[src/rtl/divider_issue_ctrl.sv]
// Issue/collect controller for the non-stallable restoring divider chain; LAT+2 cycles accept to out_valid.
// Credit counter bounds in-flight plus buffered results to DEPTH so neither FIFO can overflow.
module divider_issue_ctrl #(
   parameter int N     = 16,
   parameter int M     = 8,
   parameter int LAT   = N - M + 1,
   parameter int TAGW  = 4,
   parameter int DEPTH = 4,
   localparam int Q    = N - M + 1
) (
   input  logic            clk,
   input  logic            rstn,
   input  logic            in_valid,
   output logic            in_ready,
   input  logic [N-1:0]    in_dividend,
   input  logic [M-1:0]    in_divisor,
   input  logic [TAGW-1:0] in_tag,
   output logic            div_en,
   output logic [N-1:0]    div_dividend,
   output logic [M-1:0]    div_divisor,
   input  logic            res_rdy,
   input  logic [Q-1:0]    res_quotient,
   input  logic [M-1:0]    res_remainder,
   output logic            out_valid,
   input  logic            out_ready,
   output logic [Q-1:0]    out_quotient,
   output logic [M-1:0]    out_remainder,
   output logic [TAGW-1:0] out_tag,
   output logic            out_dz,
   output logic            out_ovf,
   output logic            err
);
   localparam int CW = $clog2(DEPTH + 1);
   localparam logic [CW-1:0] FULL_CNT = CW'(DEPTH);

   typedef struct packed {
      logic [TAGW-1:0] tag;
      logic            dz;
      logic            ovf;
   } tag_ent_t;

   typedef struct packed {
      logic [Q-1:0]    quotient;
      logic [M-1:0]    remainder;
      logic [TAGW-1:0] tag;
      logic            dz;
      logic            ovf;
   } res_ent_t;

   if (DEPTH < 2 || (DEPTH & (DEPTH - 1)) != 0 || LAT < 1 || M >= N) begin : g_bad_params
      $error("divider_issue_ctrl: unsupported parameter set");
   end

   logic [CW-1:0] cnt;
   logic          accept, pop, dz, ovf, tag_empty, res_empty, res_take;
   tag_ent_t      tag_in, tag_head;
   res_ent_t      res_in, res_head;

   assign in_ready = cnt < FULL_CNT;
   assign accept   = in_valid && in_ready;
   assign pop      = out_valid && out_ready;

   // Quotient overflows Q bits exactly when the dividend's top N-Q bits reach the divisor.
   assign dz  = (in_divisor == '0);
   assign ovf = !dz && ({1'b0, in_dividend[N-1:Q]} >= in_divisor);

   assign res_take = res_rdy && !tag_empty;

   always_comb begin
      tag_in.tag = in_tag;
      tag_in.dz  = dz;
      tag_in.ovf = ovf;

      res_in.tag       = tag_head.tag;
      res_in.dz        = tag_head.dz;
      res_in.ovf       = tag_head.ovf;
      res_in.quotient  = res_quotient;
      res_in.remainder = res_remainder;
      if (tag_head.dz || tag_head.ovf) begin
         res_in.quotient  = '1;
         res_in.remainder = '0;
      end
   end

   always_ff @(posedge clk or negedge rstn) begin
      if (!rstn) begin
         cnt          <= '0;
         div_en       <= 1'b0;
         div_dividend <= '0;
         div_divisor  <= '0;
         err          <= 1'b0;
      end else begin
         case ({accept, pop})
            2'b10:   cnt <= cnt + CW'(1);
            2'b01:   cnt <= cnt - CW'(1);
            default: cnt <= cnt;
         endcase
         div_en <= accept;
         if (accept) begin
            div_dividend <= in_dividend;
            div_divisor  <= in_divisor;
         end
         if (res_rdy && tag_empty)
            err <= 1'b1;
      end
   end

   divider_issue_ctrl_fifo #(.W($bits(tag_ent_t)), .DEPTH(DEPTH)) u_tag_fifo (
      .clk      (clk),
      .rstn     (rstn),
      .push     (accept),
      .push_dat (tag_in),
      .pop      (res_take),
      .pop_dat  (tag_head),
      .empty    (tag_empty)
   );

   divider_issue_ctrl_fifo #(.W($bits(res_ent_t)), .DEPTH(DEPTH)) u_res_fifo (
      .clk      (clk),
      .rstn     (rstn),
      .push     (res_take),
      .push_dat (res_in),
      .pop      (pop),
      .pop_dat  (res_head),
      .empty    (res_empty)
   );

   assign out_valid     = !res_empty;
   assign out_quotient  = res_head.quotient;
   assign out_remainder = res_head.remainder;
   assign out_tag       = res_head.tag;
   assign out_dz        = res_head.dz;
   assign out_ovf       = res_head.ovf;
endmodule

// First-word fall-through FIFO; storage resets to zero so the head reads 0 after reset.
// Caller guarantees no push when full and no pop when empty.
module divider_issue_ctrl_fifo #(
   parameter int W     = 8,
   parameter int DEPTH = 4
) (
   input  logic         clk,
   input  logic         rstn,
   input  logic         push,
   input  logic [W-1:0] push_dat,
   input  logic         pop,
   output logic [W-1:0] pop_dat,
   output logic         empty
);
   localparam int AW = $clog2(DEPTH);

   logic [W-1:0] mem [DEPTH];
   logic [AW:0]  wr_ptr, rd_ptr;

   assign empty   = (wr_ptr == rd_ptr);
   assign pop_dat = mem[rd_ptr[AW-1:0]];

   always_ff @(posedge clk or negedge rstn) begin
      if (!rstn) begin
         wr_ptr <= '0;
         rd_ptr <= '0;
         for (int i = 0; i < DEPTH; i++)
            mem[i] <= '0;
      end else begin
         if (push) begin
            mem[wr_ptr[AW-1:0]] <= push_dat;
            wr_ptr              <= wr_ptr + (AW+1)'(1);
         end
         if (pop)
            rd_ptr <= rd_ptr + (AW+1)'(1);
      end
   end
endmodule

[config.mk]
export PLATFORM = sky130hd
export DESIGN_NAME = divider_issue_ctrl
export DESIGN_NICKNAME = d
export VERILOG_FILES = /design/src/rtl/divider_issue_ctrl.sv
export SDC_FILE = /design/constraint.sdc
export NUM_CORES = 1
export LEC_CHECK = 0
export CAP_MARGIN = 30
export CORE_MARGIN = 10
export CORE_UTILIZATION = 59
export CTS_CLUSTER_SIZE = 20
export DETAILED_ROUTE_END_ITERATION = 16
export PLACE_DENSITY_LB_ADDON = 0.2
export SKIP_LAST_GASP = 1
export SLEW_MARGIN = 20
export SYNTH_ARGS = -nofsm -noshare
export SYNTH_HDL_FRONTEND = slang
export SYNTH_SLANG_ARGS = --single-unit
[constraint.sdc]
create_clock -name clk -period 2.8 [get_ports clk]
set_input_delay 0.42 -clock clk [delete_from_list [all_inputs] [get_ports clk]]
set_output_delay 0.42 -clock clk [all_outputs]
set_load 0.005 [all_outputs]
==> qor.csv, run 1 <==
stage;metric;value;unit
critical_path;critPathKind;reg2out;
placement;dp_hpwl;11100;um
floorplanning;placementRows;40;
yosys;muxShareOfSynthArea;21.4;%
floorplanning;dieWidth;130;um
yosys;ys_warn_count;0;
status;status;finished, final reports clean;
floorplanning;num_io_pins;101;
yosys;synth_edf_count;0;
cts;hold_buffers;0;
yosys;yosysSeqAreaShare;54.7;%
route;firstDrtPassIters;4;
critical_path;max_stage_delay;610;ps
timing;hold_ws;37.5;ps
timing;tightest_slew;927;ps
yosys;syn_area;7180;um2
grt;grt_pass1_vias;5207;
yosys;synth_ff_type;dfrtp_1;
timing;fmax;373;MHz
yosys;yosysTopAreaCell;dfrtp_1;
placement;dp.cells;785;
route;viasPerCell;5.74;
yosys;synth_area_leaders;dfrtp_1 (55%), mux4_2 (9.7%), mux2_2 (6.9%);
route;route.antenna.remaining_nets;0;
placement;portBuffers;100;
critical_path;critPathTopFamily;buffers and inverters;
critical_path;worst_setup_path_end_kind;primary output;
critical_path;startpoint_type;register;
route;drt_iter0_markers;400;
yosys;synth_seq_cells;157;
yosys;synth_cells;547;
placement;gp_congestion;0.805;
grt;grt_pass1_wl;26100;um
route;wl_per_cell;19.0;um
critical_path;r2r_slack;540;ps
yosys;yosys.cell_count.top_type;dfrtp_1;
grt;track_usage;19.8;%
critical_path;cp.arrival;2260;ps
cts;cts-htree-levels;4;
timing;timing.final.crit_share;95.7;%
timing;max-slew-margin-rel;38.0;%
critical_path;crit_fanout;11;
cts;tritoncts;yes;
yosys;synth_common_cells;dfrtp_1 (157), nand2_1 (92), o21ai_0 (78);
timing;slew_viol_final;0;
cts;cts_made_buffers;17;
grt;antenna_found_initial;0;
cts;clock_sinks;157;
route;drt-total-wl;15500;um
hold_path;hold_class;in2async;
critical_path;worstSetupPathDepth;3;
power;power_density;1240;nW/um2
yosys;synth_top_area_share;54.7;%
floorplanning;die_y;130;um
timing;hold_viol;0;
critical_path;crit_chain;buf_4 > mux4_2 > clkdlybuf4s50_1;
yosys;synthSimpleGateAreaFrac;6.64;%
power;power_leakage;4.00;nW
timing;finClkSkew;6.25;ps
timing;tns;0;ps
cells_and_area;diodes;0;
cells_and_area;synthToLayoutAreaGrowth;24.7;%
critical_path;r2r_cells;10;
timing;min_period;2680;ps
critical_path;reg2reg_from;u_res_fifo.rd_ptr[0]$_DFFE_PN0P_;
power;ir_drop;0.664;mV
critical_path;slowest_stage;dfrtp_2;
cts;cts_resized;0;
grt;grt_max_degree;83;
grt;gr-total-overflow;0;
cells_and_area;instances_no_fill;817;
critical_path;cp-startpoint;u_res_fifo.rd_ptr[0]$_DFFE_PN0P_;
floorplanning;core_area;12000;um2
yosys;synth-adder-area-share;3.42;%
run;maxCapViolCount;0;
cts;cts.clk_slew.worst_paths;60;ps
yosys;synthArstFlopShare;100;%
cells_and_area;fin_nets;726;
yosys;synth-xor-area-share;2.86;%
critical_path;r2r_end;cnt[2]$_DFFE_PN0P_;
timing;rsz0062_at_grt;false;
route;vias;4690;
cts;clk_latency;420;ps
cts;post-cts-setup-buffers;0;
timing;setup_viol;0;
route;route.detailed.drc;0;
yosys;ys_types;32;
floorplanning;initial_core_util;60.0;%
yosys;synth_top_family_by_area;multiplexers;
critical_path;crit_end;out_tag[2];
cts;clockBufferDepth;2;
critical_path;cp_num_buf_inv;2;
yosys;synth-compound-area-share;7.88;%
cells_and_area;drive_above_1_share;24.5;%
yosys;avgSynthCellArea;13.1;um2
critical_path;required;2380;ps
floorplanning;die_area;17000;um2
cts;root_buffer;clkbuf_16;
yosys;synth_fp_nets;616;
-- cells by family after synthesis --
kind of cell	count (synthesis)
DFF	157
and+or+nand+nor	120
xor gates and xnor gates	17
AOI/OAI and AO/OA	90
muxes	98
adders and majority gates	19
buffers and inverters	46
-- worst min-delay path by stage --
stage | start | to | slack [ps] | cells past startpoint
after detailed placement | err$_DFFE_PN0P_ | err$_DFFE_PN0P_ | 460 | 1
after global placement | err$_DFFE_PN0P_ | err$_DFFE_PN0P_ | 440 | 1
final | rstn | u_res_fifo.mem[19]$_DFFE_PN0P_ | 40 | 1
after CTS | rstn | u_res_fifo.mem[88]$_DFFE_PN0P_ | 80 | 1
after global routing | rstn | u_res_fifo.mem[88]$_DFFE_PN0P_ | 90 | 1
after floorplan | rstn | cnt[0]$_DFFE_PN0P_ | 120 | 0
-- routing by layer --
layer	routed length, um	GRT usage [%]	up-vias
met1	6340	22.9	2409
met2	7990	33.5	137
met5	0	0	-
met4	136	7.08	0
li1	-	-	2131
met3	1060	6.69	13
-- layout make-up --
cell class	count	area, um2
Clock buffer	20	467
Timing Repair Buffer	119	1170
Multi-Input combinational cell	344	3030
Tap cell	147	184
Clock inverter	12	95.1
Sequential cell	157	3930
Inverter	18	67.6
Fill cell	784	3010
-- layout by cell type, fill, tap and decap left out, drive strengths merged --
cell           Yosys  routed
nor2              17      17
a211oi             2       2
nand4b             1       1
inv               18      18
o31ai              1       1
dfrtp            157     157
o32ai              1       1
bufinv             0       1
o211ai             1       1
clkbuf            14      20
ha                18      18
buf               14      20
xnor2             12      12
or2                4       4
a21oi              1       1
xor2               5       5
nand3              2       2
clkinvlp           0       4
nand2             92      92
mux4              31      31
nor3               1       1
mux2              67      67
o21ai             79      79
o311ai             4       4
clkdlybuf4s50      0      99
a21o               1       1
clkinv             0       7
nor4               2       2
fa                 1       1
nor2b              1       1
-- stage by stage --
step                power (mW)  cell area, um2  util, %  setup slack (ps)
floorplan                 6.99            7180        -               808
global placement          8.76            8380     70.0               521
detailed placement        9.03            8390     70.1               530
CTS                       11.2            8950     74.8              89.9
global route              11.9            8950     74.8              20.8
finish                    11.1            8950     74.8               119
-- sequential cells by signal (all words and copies together), names as in the netlist --
signal	count
div_dividend	16
u_tag_fifo.mem	24
u_tag_fifo.rd_ptr	3
div_divisor	8
cnt	3
div_en	1
u_res_fifo.wr_ptr	3
u_tag_fifo.wr_ptr	3
err	1
u_res_fifo.mem	92
u_res_fifo.rd_ptr	3
-- worst register-to-register path: cells and delay by family (launching register included) --
kind	cells	cell delay, ps
xor+xnor	3	460
buf+inv	2	170
fa+ha+maj	2	550
flops	1	550
simple gates	3	450
-- power breakdown --
group | leakage, nW | switching [mW] | internal (mW)
Clock | 0.273 | 0.881 | 1.28
Combinational | 1.79 | 2.11 | 2.78
Sequential | 1.94 | 0.724 | 3.33
Total | 4.00 | 3.72 | 7.39
Note: power is estimated with default switching activity, not from simulation.
==> inputs of run 2 (changes only) <==
SLEW_MARGIN = 40   (was 20)
==> run 2 against run 1 <==
- global-route usage grew 0.32 points
- sequential cell count is the same
- core utilization grew 0.66 points
- clock skew shrank 0.89 ps
- die area is the same
- non-clock buffer count grew 1
- count of clock-buffer cells in the layout grew 6
- critical endpoint is now out_dz
- critical path type unchanged
==> qor.csv, run 2 (synthesis results as in run 1) <==
stage;metric;value;unit
power;ir_drop;0.666;mV
timing;timing.final.crit_share;95.9;%
cells_and_area;fin_nets;727;
cells_and_area;instances_no_fill;818;
route;route.antenna.remaining_nets;0;
route;drt-total-wl;15700;um
timing;max-slew-margin-rel;49.6;%
timing;tns;0;ps
route;route.detailed.drc;0;
critical_path;r2r_cells;10;
placement;gp_congestion;0.805;
critical_path;crit_fanout;11;
critical_path;reg2reg_from;u_res_fifo.rd_ptr[1]$_DFFE_PN0P_;
critical_path;worst_setup_path_end_kind;primary output;
grt;grt_pass1_vias;5173;
placement;dp_hpwl;11200;um
cts;hold_buffers;0;
grt;track_usage;20.1;%
timing;fmax;372;MHz
cells_and_area;final_cell_mix;dfrtp_1 (156), clkdlybuf4s50_1 (99), nand2_1 (92);
timing;tightest_slew;757;ps
timing;finClkSkew;5.36;ps
timing;slew_viol_final;0;
floorplanning;initial_core_util;60.0;%
timing;setup_viol;0;
cells_and_area;largest-register;u_res_fifo.mem;
cts;clockBufferDepth;2;
cts;clk_latency;420;ps
grt;gr-total-overflow;0;
hold_path;hold_class;in2async;
power;power.net_switching;3.71;mW
placement;dp.cells;786;
power;power_frac_seq;35.5;%
timing;rsz0062_at_grt;false;
cells_and_area;synthToLayoutAreaGrowth;25.8;%
grt;grt_pass1_wl;26300;um
power;power_leakage;4.04;nW
floorplanning;core_area;12000;um2
cells_and_area;fill_cells;785;
route;drt_iter0_markers;303;
critical_path;r2r_end;cnt[2]$_DFFE_PN0P_;
route;wl_per_cell;19.1;um
cts;cts-htree-levels;4;
cts;tritoncts;yes;
power;combinationalPowerShare;43.1;%
cts;post-cts-setup-buffers;0;
grt;antenna_found_initial;0;
cells_and_area;final_common_cell;dfrtp_1;
placement;portBuffers;100;
cts;cts.clk_slew.worst_paths;60;ps
cells_and_area;drive_above_1_share;23.8;%
critical_path;cp.arrival;2260;ps
power;clkPwrFrac;21.4;%
timing;setup_ws;115;ps
cts;root_buffer;clkbuf_16;
cts;clock_sinks;157;
route;firstDrtPassIters;4;
cts;cts_made_buffers;17;
cells_and_area;diodes;0;
floorplanning;dieWidth;130;um
timing;hold_viol;0;
cells_and_area;largest_register_ffs;92;
power;sw_frac_of_total;32.5;%
route;viasPerCell;5.66;
power;power_density;1260;nW/um2
timing;min_period;2680;ps
cells_and_area;largestRegisters;u_res_fifo.mem (92), u_tag_fifo.mem (24), div_dividend (16);
critical_path;critPathKind;reg2out;
route;vias;4632;
status;status;finished, final reports clean;
cts;cts_resized;0;
floorplanning;die_area;17000;um2
critical_path;startpoint_type;register;
run;maxCapViolCount;0;
critical_path;required;2380;ps
floorplanning;placementRows;40;
floorplanning;num_io_pins;101;
power;intPower;7.71;mW
critical_path;r2r_slack;550;ps
floorplanning;die_y;130;um
grt;grt_max_degree;83;
placement;post-place-ws;538;ps
[run 2: changes by cell type in the layout (fill, tap and decap cells not counted), sizes merged]
cell,before,now
clkbuf,20,26
clkinv,7,2
clkinvlp,4,0
bufinv,1,4
buf,20,21
[run 2: worst max-delay path: stages (launching register included)]
cell	delay [ps]
dfrtp_2	590
buf_4	260
mux4_2	530
clkdlybuf4s50_1	470
[run 2: layout make-up]
type                       instances  area (um2)  share of cell area (%)
multi-input combinational        344        3030                    33.6
sequential                       157        3930                    43.5
tap                              147         184                    2.04
clock buffer                      26         499                    5.53
timing repair buffer             120        1180                    13.1
inverter                          18        67.6                   0.748
clock inverter                     6         130                    1.44
[run 2: worst max path at each step]
stage | start | end
floorplan | in_valid | cnt[1]$_DFFE_PN0P_
global placement | u_tag_fifo.wr_ptr[0]$_DFFE_PN0P_ | u_res_fifo.mem[91]$_DFFE_PN0P_
detailed placement | u_res_fifo.rd_ptr[0]$_DFFE_PN0P_ | cnt[2]$_DFFE_PN0P_
CTS | u_res_fifo.rd_ptr[0]$_DFFE_PN0P_ | out_dz
global route | u_res_fifo.rd_ptr[0]$_DFFE_PN0P_ | out_dz
finish | u_res_fifo.rd_ptr[0]$_DFFE_PN0P_ | out_dz
[run 2: power groups by stage]
| stage | Combinational, mW | Clock (mW) | Sequential [mW] |
|---|---|---|---|
| CTS | 5.02 | 2.47 | 4.06 |
| floorplan | 3.16 | 0 | 3.82 |
| global placement | 4.78 | 0 | 3.98 |
| finish | 4.92 | 2.44 | 4.06 |
| global route | 5.41 | 2.57 | 4.19 |
| detailed placement | 4.97 | 0 | 4.08 |
[run 2: routing by layer]
layer	up-vias	GRT usage (%)	share of wire, %
li1	2143	-	-
met1	2362	23.0	40
met2	110	34.1	51
met3	17	6.69	6.5
met4	0	7.80	1.7
met5	-	0	0
[run 2: metrics by stage]
step / hold WS (ps) / power, mW / area [um2] / util [%]
after CTS: 69.9 / 11.5 / 9030 / 75.5
after floorplan: 124 / 6.99 / 7180 / -
final: 23.5 / 11.4 / 9030 / 75.5
after detailed placement: 457 / 9.05 / 8400 / 70.2
after global placement: 445 / 8.76 / 8380 / 70.0
after global routing: 73.4 / 12.2 / 9030 / 75.5
